## src/rtl/alu_writeback_pkg.sv

```systemverilog
// Shared definitions for the ALU writeback stage: flag bit positions and
// the occupancy encoding of the writeback buffer.
package alu_writeback_pkg;

   localparam int FLAG_W = 4;
   localparam int FLAG_C = 3;
   localparam int FLAG_Z = 2;
   localparam int FLAG_N = 1;
   localparam int FLAG_V = 0;

   typedef enum logic [1:0] {
      CNT_EMPTY = 2'd0,
      CNT_ONE   = 2'd1,
      CNT_FULL  = 2'd2
   } fifo_cnt_e;

endpackage

```

## src/rtl/alu_writeback_fifo2.sv

```systemverilog
// Two-entry valid/ready FIFO; head is always driven straight from storage,
// so there is no combinational path from push to the output side.
//
// state     | meaning
// CNT_EMPTY | no entries, valid_o low
// CNT_ONE   | one entry at rd_ptr
// CNT_FULL  | both entries used, full_o high blocks upstream
module wb_fifo2
   import alu_writeback_pkg::*;
#(
   parameter int W = 19
) (
   input  logic         clk,
   input  logic         resetN,
   input  logic         push_i,
   input  logic [W-1:0] push_data_i,
   output logic         full_o,
   output logic         valid_o,
   input  logic         ready_i,
   output logic [W-1:0] data_o
);

   fifo_cnt_e    cnt_q, cnt_d;
   logic [W-1:0] mem_q [2];
   logic         wr_ptr_q, rd_ptr_q;
   logic         push_ok, pop_ok;

   assign push_ok = push_i & (cnt_q != CNT_FULL);
   assign pop_ok  = ready_i & (cnt_q != CNT_EMPTY);

   always_ff @(posedge clk or negedge resetN) begin
      if (!resetN) cnt_q <= CNT_EMPTY;
      else         cnt_q <= cnt_d;
   end

   always_comb begin
      cnt_d = cnt_q;
      case (cnt_q)
         CNT_EMPTY: if (push_ok) cnt_d = CNT_ONE;
         CNT_ONE: begin
            if (push_ok && !pop_ok)      cnt_d = CNT_FULL;
            else if (pop_ok && !push_ok) cnt_d = CNT_EMPTY;
         end
         CNT_FULL:  if (pop_ok) cnt_d = CNT_ONE;
         default:   cnt_d = CNT_EMPTY;
      endcase
   end

   // Storage is cleared on reset so the idle head reads as zero.
   always_ff @(posedge clk or negedge resetN) begin
      if (!resetN) begin
         mem_q[0] <= '0;
         mem_q[1] <= '0;
         wr_ptr_q <= 1'b0;
         rd_ptr_q <= 1'b0;
      end else begin
         if (push_ok) begin
            mem_q[wr_ptr_q] <= push_data_i;
            wr_ptr_q        <= ~wr_ptr_q;
         end
         if (pop_ok) rd_ptr_q <= ~rd_ptr_q;
      end
   end

   assign full_o  = (cnt_q == CNT_FULL);
   assign valid_o = (cnt_q != CNT_EMPTY);
   assign data_o  = mem_q[rd_ptr_q];

endmodule

```

## src/rtl/alu_writeback.sv

```systemverilog
// ALU writeback stage: derives and holds the C/Z/N/V flags under a per-op
// mask and queues register-file writes in a two-entry buffer.
module alu_writeback
   import alu_writeback_pkg::*;
#(
   parameter int N        = 16,
   parameter int REG_BITS = 3
) (
   input  logic                clk,
   input  logic                resetN,
   input  logic                inValid,
   output logic                inReady,
   input  logic [N:0]          result,
   input  logic                operand1Msb,
   input  logic                operand2Msb,
   input  logic                isSub,
   input  logic [FLAG_W-1:0]   flagMask,
   input  logic [REG_BITS-1:0] destReg,
   input  logic                writeEn,
   output logic                carryFlag,
   output logic [FLAG_W-1:0]   flags,
   output logic                wbValid,
   input  logic                wbReady,
   output logic [REG_BITS-1:0] wbAddr,
   output logic [N-1:0]        wbData
);

   logic [FLAG_W-1:0]     flags_q, flags_d, new_flags;
   logic                  acc, full, res_msb;
   logic [REG_BITS+N-1:0] head;

   assign acc     = inValid & inReady;
   assign res_msb = result[N-1];

   // V uses the add or subtract overflow rule; the decoder masks it for other ops.
   always_comb begin
      new_flags         = '0;
      new_flags[FLAG_C] = result[N];
      new_flags[FLAG_Z] = (result[N-1:0] == '0);
      new_flags[FLAG_N] = res_msb;
      new_flags[FLAG_V] = isSub ? ((operand1Msb != operand2Msb) & (res_msb != operand1Msb))
                                : ((operand1Msb == operand2Msb) & (res_msb != operand1Msb));
      flags_d = flags_q;
      if (acc) flags_d = (flagMask & new_flags) | (~flagMask & flags_q);
   end

   always_ff @(posedge clk or negedge resetN) begin
      if (!resetN) flags_q <= '0;
      else         flags_q <= flags_d;
   end

   assign flags     = flags_q;
   assign carryFlag = flags_q[FLAG_C];

   wb_fifo2 #(.W(REG_BITS + N)) u_fifo (
      .clk         (clk),
      .resetN      (resetN),
      .push_i      (acc & writeEn),
      .push_data_i ({destReg, result[N-1:0]}),
      .full_o      (full),
      .valid_o     (wbValid),
      .ready_i     (wbReady),
      .data_o      (head)
   );

   assign inReady = ~full;
   assign wbAddr  = head[REG_BITS+N-1:N];
   assign wbData  = head[N-1:0];

endmodule

```

## config.mk

```make
export PLATFORM = sky130hd
export DESIGN_NAME = alu_writeback
export DESIGN_NICKNAME = d
export VERILOG_FILES = /design/src/rtl/alu_writeback_pkg.sv /design/src/rtl/alu_writeback_fifo2.sv /design/src/rtl/alu_writeback.sv
export SDC_FILE = /design/constraint.sdc
export NUM_CORES = 1
export LEC_CHECK = 0
export CAP_MARGIN = 20
export CORE_MARGIN = 5
export CORE_UTILIZATION = 40
export DETAILED_ROUTE_END_ITERATION = 10
export PLACE_DENSITY = 0.68
export RECOVER_POWER = 50
export SLEW_MARGIN = 20
export SYNTH_ARGS = -nofsm -noshare
export SYNTH_HDL_FRONTEND = slang
export SYNTH_SLANG_ARGS = --single-unit
```

## constraint.sdc

```tcl
create_clock -name clk -period 1.8 [get_ports clk]
set_input_delay 0.45 -clock clk [delete_from_list [all_inputs] [get_ports clk]]
set_output_delay 0.45 -clock clk [all_outputs]
set_load 0.01 [all_outputs]
```

==> Word-level counts from Yosys, hierarchy flattened <==
Index checks and enable logic that the tools add are counted.
{ "op_classes": {"n_lt_le_gt_ge": 3, "eq_ne": 9, "mux": 12, "bitwise_logic": 15, "n_reduce_logical": 9} }
{ "op_table": {"columns": ["op", "count"], "rows": [
  ["2-to-1 mux 19 bit", 4],
  ["bitwise mux 38 bit", 1],
  ["demux 19 bit (select 1 bit)", 1],
  ["zero test 16 bit", 1],
  ["bitwise AND 4 bit", 2],
  ["2-to-1 mux 2 bit", 4],
  ["bitwise AND 1 bit", 6],
  ["case mux 2 bit (3 select lines)", 1],
  [">= comparator 2 bit (second input constant)", 2],
  ["inequality test 2 x 1 -> 1 bit (second input constant)", 2],
  ["inverter 1 -> 2 bit", 2],
  ["inverter 4 bit", 1],
  ["bitwise OR 4 bit", 1],
  ["logical AND 1 bit", 3],
  ["inequality test 3 x 1 -> 1 bit (second input constant)", 1],
  ["inverter 1 bit", 3],
  ["AND reduction 3 bit", 1],
  ["equality test 2 x 1 -> 1 bit (second input constant)", 1],
  ["equality test 2 bit (second input constant)", 1],
  ["zero test 1 bit", 2],
  ["zero test 2 bit", 1],
  ["< comparator 2 x 1 -> 1 bit (second input constant)", 1],
  ["inequality test 1 bit", 2],
  ["inequality test 2 bit (second input constant)", 1],
  ["3 further kinds", 3]
]} }
{ "word_totals": {"regBits": 46, "inputBits": 32, "out_inout_bits": 26} }

==> Logic depth before layout (Yosys ltp) <==
Gate-level depths: netlist of the first run.
{ "depth": {"depth_word": 10, "ltp_mapped": 6} }

==> Hierarchy <==
Synthesis of the first run repeated with hierarchy kept, for this count alone.
{ "unflattened": {"cells_unflattened": 146, "area_unflattened_um2": 2218.4} }
{ "by_module_without_submodules": {"columns": ["module", "instances", "cells_each", "area_each_um2"], "rows": [
  ["wb_fifo2", 1, 120, 1956.9],
  ["alu_writeback", 1, 26, 261.5]
]} }

==> Worst setup path after synthesis of the first run <==
No wires, ideal clock.
{ "synth_timing": {"kind": "input to register", "startpoint": "input inValid", "endpoint": "register u_fifo.mem_q[19] (netlist name)", "setup_time_ns": 0.125, "arrival_ns": 1.532, "t_required_ns": 1.675, "slack_ns": 0.143, "path_stages": 6, "cell_sequence": "buf_2 nand2_1 nor3b_4 buf_6 buf_12 mux2_4"} }
{ "synth_via": {"elab_chain_cells": 3} }
{ "synth_rtl": {"columns": ["element", "line_no", "rtl"], "rows": [
  ["start, declared", "alu_writeback.sv:11", "input logic inValid,"],
  ["bitwise AND 1 bit", "alu_writeback.sv:32", "assign acc = inValid & inReady;"],
  ["bitwise AND 1 bit", "alu_writeback.sv:58", ".push_i (acc & writeEn),"],
  ["bitwise AND 1 bit", "alu_writeback_fifo2.sv:28", "assign push_ok = push_i & (cnt_q != CNT_FULL);"],
  ["end signal, assigned by index", "alu_writeback_fifo2.sv:58", "mem_q[wr_ptr_q] <= push_data_i;"],
  ["end, declared", "alu_writeback_fifo2.sv:24", "logic [W-1:0] mem_q [2];"]
]} }
Every way passes these cells.
A chain may end at the register's enable or synchronous reset.

==> Worst setup path in the final report of the first run <==
{ "layout_timing": {"startpoint": "register u_fifo.rd_ptr_q", "endpoint": "output wbData[4]"} }
{ "layout_via": {"elab_chain_cells": 4} }
{ "layout_rtl": {"columns": ["element", "line_no", "rtl"], "rows": [
  ["start, declared", "alu_writeback_fifo2.sv:25", "logic wr_ptr_q, rd_ptr_q;"],
  ["start signal, assigned", "alu_writeback_fifo2.sv:61", "if (pop_ok) rd_ptr_q <= ~rd_ptr_q;"],
  ["inverter 1 -> 2 bit (not written as such)", "alu_writeback_fifo2.sv:67", "assign data_o = mem_q[rd_ptr_q];"],
  ["2-to-1 mux 19 bit (not written as such) (3 in series)", "alu_writeback_fifo2.sv:67", null],
  ["end, declared", "alu_writeback.sv:25", "output logic [N-1:0] wbData"]
]} }
Every way passes these cells. The select of a mux whose other input is x is not followed.

==> results of run 1 <==
-- power breakdown --
| part | internal [mW] | switching [mW] | leakage [nW] |
|---|---|---|---|
| Combinational | 1.80 | 0.898 | 0.775 |
| Sequential | 1.51 | 0.285 | 0.547 |
| Clock | 0.388 | 0.330 | 0.0575 |
-- routing by layer --
| layer | vias up | global-route usage, % |
|---|---|---|
| li1 | 674 | - |
| met4 | 0 | 5.99 |
| met5 | - | 0 |
| met1 | 698 | 18.1 |
| met3 | 14 | 3.63 |
| met2 | 44 | 24.5 |
-- state kept, by name, summed over array words and instances (netlist names), named ones only --
name,cells
u_fifo.cnt_q,2
u_fifo.mem_q,38
u_fifo.rd_ptr_q,1
u_fifo.wr_ptr_q,1
-- layout make-up --
cell class | instances | share of cell area, %
sequential | 46 | 36.9
tap | 72 | 2.89
clock buffer | 8 | 3.53
multi-input combinational | 90 | 31.6
inverter | 1 | 0.120
timing repair buffer | 75 | 24.9
-- Yosys cell counts, types with 2 or more instances --
| master | count | area (um2) |
|---|---|---|
| mux2i_1 | 3 | 30.0 |
| nor4_1 | 4 | 25.0 |
| mux2_2 | 39 | 439 |
| xnor2_1 | 2 | 17.5 |
| nor2b_1 | 3 | 18.8 |
| mux2_4 | 20 | 300 |
| dfrtp_1 | 46 | 1150 |
| buf_6 | 3 | 33.8 |
| nand2_1 | 3 | 11.3 |
| clkbuf_1 | 2 | 7.51 |
| nand3_1 | 4 | 20.0 |
-- critical path: stages, from the launching register on --
cell and delay (ns):
dfrtp_2 0.43, buf_6 0.12, buf_6 0.11, buf_6 0.12, mux2_4 0.30, buf_6 0.12
-- worst max-delay path by stage --
stage                     slack, ns               end            start
after global placement        -0.13  u_fifo.mem_q[24]          inValid
final                         -0.15         wbData[4]  u_fifo.rd_ptr_q
after CTS                     -0.14         wbData[2]  u_fifo.rd_ptr_q
after floorplan                0.14  u_fifo.mem_q[19]          inValid
after detailed placement      -0.15  u_fifo.mem_q[25]          inValid
after global routing          -0.19        wbData[13]  u_fifo.rd_ptr_q
-- through the flow --
stage | TNS, ns | hold WS (ns) | cells
after floorplan | 0 | 0.154 | 145
after global placement | -2.23 | 0.428 | 276
after detailed placement | -2.68 | 0.438 | 276
after CTS | -2.40 | 0.121 | 292
after global routing | -5.36 | 0.445 | 292
final | -1.84 | 0.342 | 292
-- layout by cell type, fill, tap and decap left out, types with 2 or more instances in the layout --
| cell | synthesis | final |
|---|---|---|
| mux2_4 | 20 | 24 |
| buf_4 | 1 | 6 |
| clkdlybuf4s50_1 | 0 | 34 |
| mux2_2 | 39 | 35 |
| clkbuf_1 | 2 | 3 |
| nand2_1 | 3 | 3 |
| buf_6 | 3 | 22 |
| nor4_1 | 4 | 4 |
| xnor2_1 | 2 | 2 |
| dfrtp_1 | 46 | 45 |
| buf_12 | 1 | 4 |
| nand3_1 | 4 | 4 |
| nor2b_1 | 3 | 3 |
| clkbuf_8 | 0 | 8 |
| mux2i_1 | 3 | 3 |
-- what timing repair did --
action | in CTS | in global routing
cloned | 2 | 0
gates resized for setup | 106 | 5
setup buffers | 6 | 2
setup endpoints to repair | 21 | 20
-- logic make-up (layout without fill, tap and decap cells) --
group,Yosys count,in the layout,share of synthesized area (%)
multiplexers,62,62,35.0
flip-flops,46,46,52.3
AND/OR/NAND/NOR,20,20,6.48
buffers and inverters,9,84,3.52
AO/OA/AOI/OAI,5,5,1.54
XOR/XNOR,3,3,1.19
==> summary.md, run 1 <==
| Metric | Value |
|---|---|
| Status | finished, violations left |
| Violated checks | setup timing |
| Pin count of the biggest net entering global routing | 27 |
| Routability congestion estimate | 0.790 |
| CTS Buf Count | 5 |
| Slew @ Worst Pin | 1.11 ns |
| Clk_lat worst skew | 0.29 ns |
| Clock transition at path regs | 0.08 ns |
| Die area | 0.00709 mm2 |
| Total power | 5.21 mW |
| Register Area | 0.00115 mm2 |
| Hold Path Class | in -> async |
| DP Worst Slack | -0.149 ns |
| Clk_skew | 0.00272 ns |
| Pleak | 1.38 nW |
| Critical path endpoint category | output port |
| Number of diodes | 0 |
| Seq/Total Area, Yosys | 52.3% |
| WL met2 | 2.47 mm |
| Root buffer cell | clkbuf_8 |
| Relative slew slack | 26.3% |
| Final Hold Viols | 0 |
| Max-slew violation count | 0 |
| Endpoints failing setup | 36 |
| R2r endpoint | u_fifo.mem_q[7] |
| Final core occ | 57.4% |
| Flop-to-flop setup slack | 0.21 ns |
| Critical path class | reg -> out |
| DRC | 0 |
| Core area | 0.00544 mm2 |
| H-tree levels | 2 |
| Final worst slack | -0.149 ns |
| Top Layer Used | met4 |
| CTS Hold Bufs | 0 |
| Vias in the first global route | 1647 |
| Avg Cell Area, Syn | 15.2 um2 |
| FFs w/ async S/R, synth | 100% |
| CTS tree | yes |
| Maximum clock insertion buffer count | 2 |
| Post-layout net count | 251 |
| PortBufs | 57 |
| First-pass GRT wire length | 8.26 mm |
| Detail Route Antenna Nets | 0 |
| Number of synthesized flops with an enable pin | 0 |
| PwrDens | 1670 mW/mm2 |
| Design area | 0.00312 mm2 |
| Total number of vias | 1430 |
| Filler Cells Inserted | 444 |
| Critical Path RT | 1.35 ns |
| Area Overhead vs Synth | 41.8% |
| Placed cell area | 0.00290 mm2 |
| Die W | 84.2 um |
| Routed vias/inst | 4.90 |
| Fmax | 0.513 GHz |
| Wl on met1 | 2.15 mm |
| CP arrival | 1.50 ns |
| WL/cell | 17.1 um |
| Maxcap violations | 0 |
| Row count | 27 |
| Initial antenna violation count | 0 |
| Met3 WL | 248 um |
| Crit path max fanout | 4 |
| Starting density of the core | 40.5% |
| Max VDD drop | 0.000947 V |
| Share of cells above drive strength 1 | 48.2% |
| FF+latch count, synth | 46 |
| Post-synthesis instance area | 0.00220 mm2 |
| RSZ-0062 raised after global routing | true |
| # clock sinks | 46 |
| Yosys cell types | 27 |
| DRT iter0 DRCs | 63 |
| IO Pins | 58 |
| Grt ovf | 0 |
| Startpoint Class | flop |
| Cells after Synth | 145 |
| R2R cell count | 6 |
| Post-DP HPWL | 3.48 mm |
| Final min period | 1.95 ns |
| Multi-input combinational cell area | 987 um2 |
| WL final | 4.98 mm |
| Net count after synthesis | 177 |
| GRT Util Overall | 14.7% |
| Synth Warn # | 0 |
| Reg2reg start | u_fifo.cnt_q[1] |
| Top FF cell, synth | dfrtp_1 |
| Die Span Y | 84.2 um |
| Fin crit share | 108% |
| 1st-pass router iterations | 4 |
(Power assumes the default switching activity.)
==> inputs of run 2 (changes only) <==
Settings changed: CORE_ASPECT_RATIO from default to 0.7.
==> summary.md, run 2 (same netlist as run 1, synthesis figures left out) <==
| Metric | Value |
|---|---|
| Slew @ Worst Pin | 1.11 ns |
| CTS Hold Bufs | 0 |
| 1st-pass router iterations | 4 |
| Clk_skew | 0.00448 ns |
| Pleak | 1.36 nW |
| Design area | 0.00305 mm2 |
| Max VDD drop | 0.000741 V |
| Clock transition at path regs | 0.08 ns |
| Max-slew violation count | 0 |
| Area Overhead vs Synth | 38.7% |
| DP Worst Slack | -0.157 ns |
| GRT Util Overall | 14.7% |
| Pin count of the biggest net entering global routing | 47 |
| Total number of vias | 1411 |
| RSZ-0062 raised after global routing | true |
| WL/cell | 17.7 um |
| Largest Register | u_fifo.mem_q |
| Critical Path RT | 1.35 ns |
| Violated checks | setup timing |
| Final Hold Viols | 0 |
| Dpl cells | 278 |
| # clock sinks | 46 |
| DRC | 0 |
| Fin cells | 289 |
| Largest register FFs | 38 |
| Final min period | 1.86 ns |
| Fmax | 0.539 GHz |
| Multi-input combinational cell area | 1000 um2 |
| Most frequent cells in the layout | dfrtp_1, clkdlybuf4s50_1, mux2_2 |
| Grt ovf | 0 |
| Fin crit share | 103% |
| Maxcap violations | 0 |
| Critical path class | reg -> out |
| Post-DP HPWL | 3.70 mm |
| H-tree levels | 2 |
| CTS Buf Count | 5 |
| DRT iter0 DRCs | 26 |
| Row count | 22 |
| Relative slew slack | 25.8% |
| Detail Route Antenna Nets | 0 |
| Die Span Y | 72.1 um |
| Post-layout net count | 249 |
| CTS tree | yes |
| Hold Path Class | in -> async |
| Vias in the first global route | 1611 |
| Top Registers | u_fifo.mem_q (38), u_fifo.cnt_q (2) |
| Share of cells above drive strength 1 | 47.9% |
| Core area | 0.00529 mm2 |
| Routed vias/inst | 4.88 |
| Crit-path most repeated cell | buf_6 |
| PortBufs | 57 |
| Delay of the slowest cell on the worst path | 0.37 ns |
| Placed cell area | 0.00292 mm2 |
| Starting density of the core | 41.6% |
| Number of diodes | 0 |
| IO Pins | 58 |
| WL final | 5.10 mm |
| Clk_lat worst skew | 0.29 ns |
| Critical path endpoint category | output port |
| Root buffer cell | clkbuf_8 |
| Crit-path slowest cell | dfrtp_1 |
| Endpoints failing setup | 12 |
| Commonest non-fill, non-tap cell in the layout | dfrtp_1 |
| CP Cell Sequence | buf_6 -> buf_12 -> mux2_2 -> buf_6 |
| Final worst slack | -0.0567 ns |
| Routability congestion estimate | 0.735 |
| Startpoint Class | flop |
| Filler Cells Inserted | 429 |
| Die W | 98.7 um |
| Crit path max fanout | 7 |
| Initial antenna violation count | 0 |
| First-pass GRT wire length | 8.25 mm |
| Die area | 0.00711 mm2 |
| Status | finished, violations left |
| Register Area | 0.00115 mm2 |
| Maximum clock insertion buffer count | 2 |
| CP arrival | 1.41 ns |
| Flop-to-flop setup slack | 0.20 ns |
| PwrDens | 1600 mW/mm2 |
-- run 2: changes by cell type in the layout (fill, tap and decap cells not counted), moves of 2 or more --
cell	change
clkbuf_8	-3
buf_6	-9
mux2_2	-2
mux2_4	+2
buf_4	+3
buf_2	+6
-- run 2: power by group --
| group | internal, mW | total [mW] | leakage, nW | switching, mW |
|---|---|---|---|---|
| logic | 1.64 | 2.53 | 0.776 | 0.887 |
| clock network | 0.268 | 0.580 | 0.0383 | 0.312 |
| registers | 1.51 | 1.79 | 0.548 | 0.283 |
| total | 3.42 | 4.90 | 1.36 | 1.48 |
-- run 2: layout make-up --
cell class,instances,share of cell area [%]
Multi-Input combinational cell,90,32.7
Tap cell,72,2.95
Clock buffer,7,2.50
Inverter,1,0.123
Timing Repair Buffer,73,24.0
Sequential cell,46,37.7
-- run 2: repair_timing --
item	in CTS	in global routing
resized for setup	86	13
setup buffers	3	1
endpoints found under the setup margin	21	20
cloned	0	1
-- run 2: metrics by stage --
stage	hold slack [ns]	util, %	power (mW)	TNS, ns
6_report	0.442	57.8	4.90	-0.506
5_1_grt	0.529	57.8	5.18	-1.45
4_1_cts	0.246	56.7	4.75	-0.640
3_5_place_dp	0.490	55.3	4.19	-3.14
3_3_place_gp	0.481	55.3	4.10	-2.45
2_1_floorplan	0.154	-	3.07	0
-- run 2: path summary, 6_finish.rpt --
check	from	to	cells past startpoint
setup reg to reg	u_fifo.cnt_q[0]	u_fifo.mem_q[2]	5
max in group asynchronous	resetN	u_fifo.mem_q[27]	2
hold / removal	resetN	u_fifo.mem_q[17]	2
min in group clk	u_fifo.mem_q[8]	u_fifo.mem_q[8]	1
setup / recovery	u_fifo.rd_ptr_q	wbData[2]	4
hold reg to reg	u_fifo.mem_q[8]	u_fifo.mem_q[8]	1
-- run 2: metal layers --
| metal | vias to the layer above | wire length (um) | track usage (%) |
|---|---|---|---|
| met1 | 707 | 2310 | 17.9 |
| met5 | - | 0 | 0 |
| met2 | 38 | 2490 | 25.6 |
| met4 | 0 | 25 | 2.88 |
| met3 | 3 | 277 | 5.19 |
| li1 | 663 | - | - |
-- run 2: worst max-delay path: cells and delay by family, from the launching register on --
family	cells	cell delay [ns]
muxes	1	0.36
buffers and inverters	3	0.38
DFF	1	0.37
==> inputs of run 3 (changes only) <==
Settings changed: ABC_CLOCK_PERIOD_IN_PS from default to 1800.
==> results of run 3 <==
The final DEF is identical to that of run 2; final timing and power are the same.
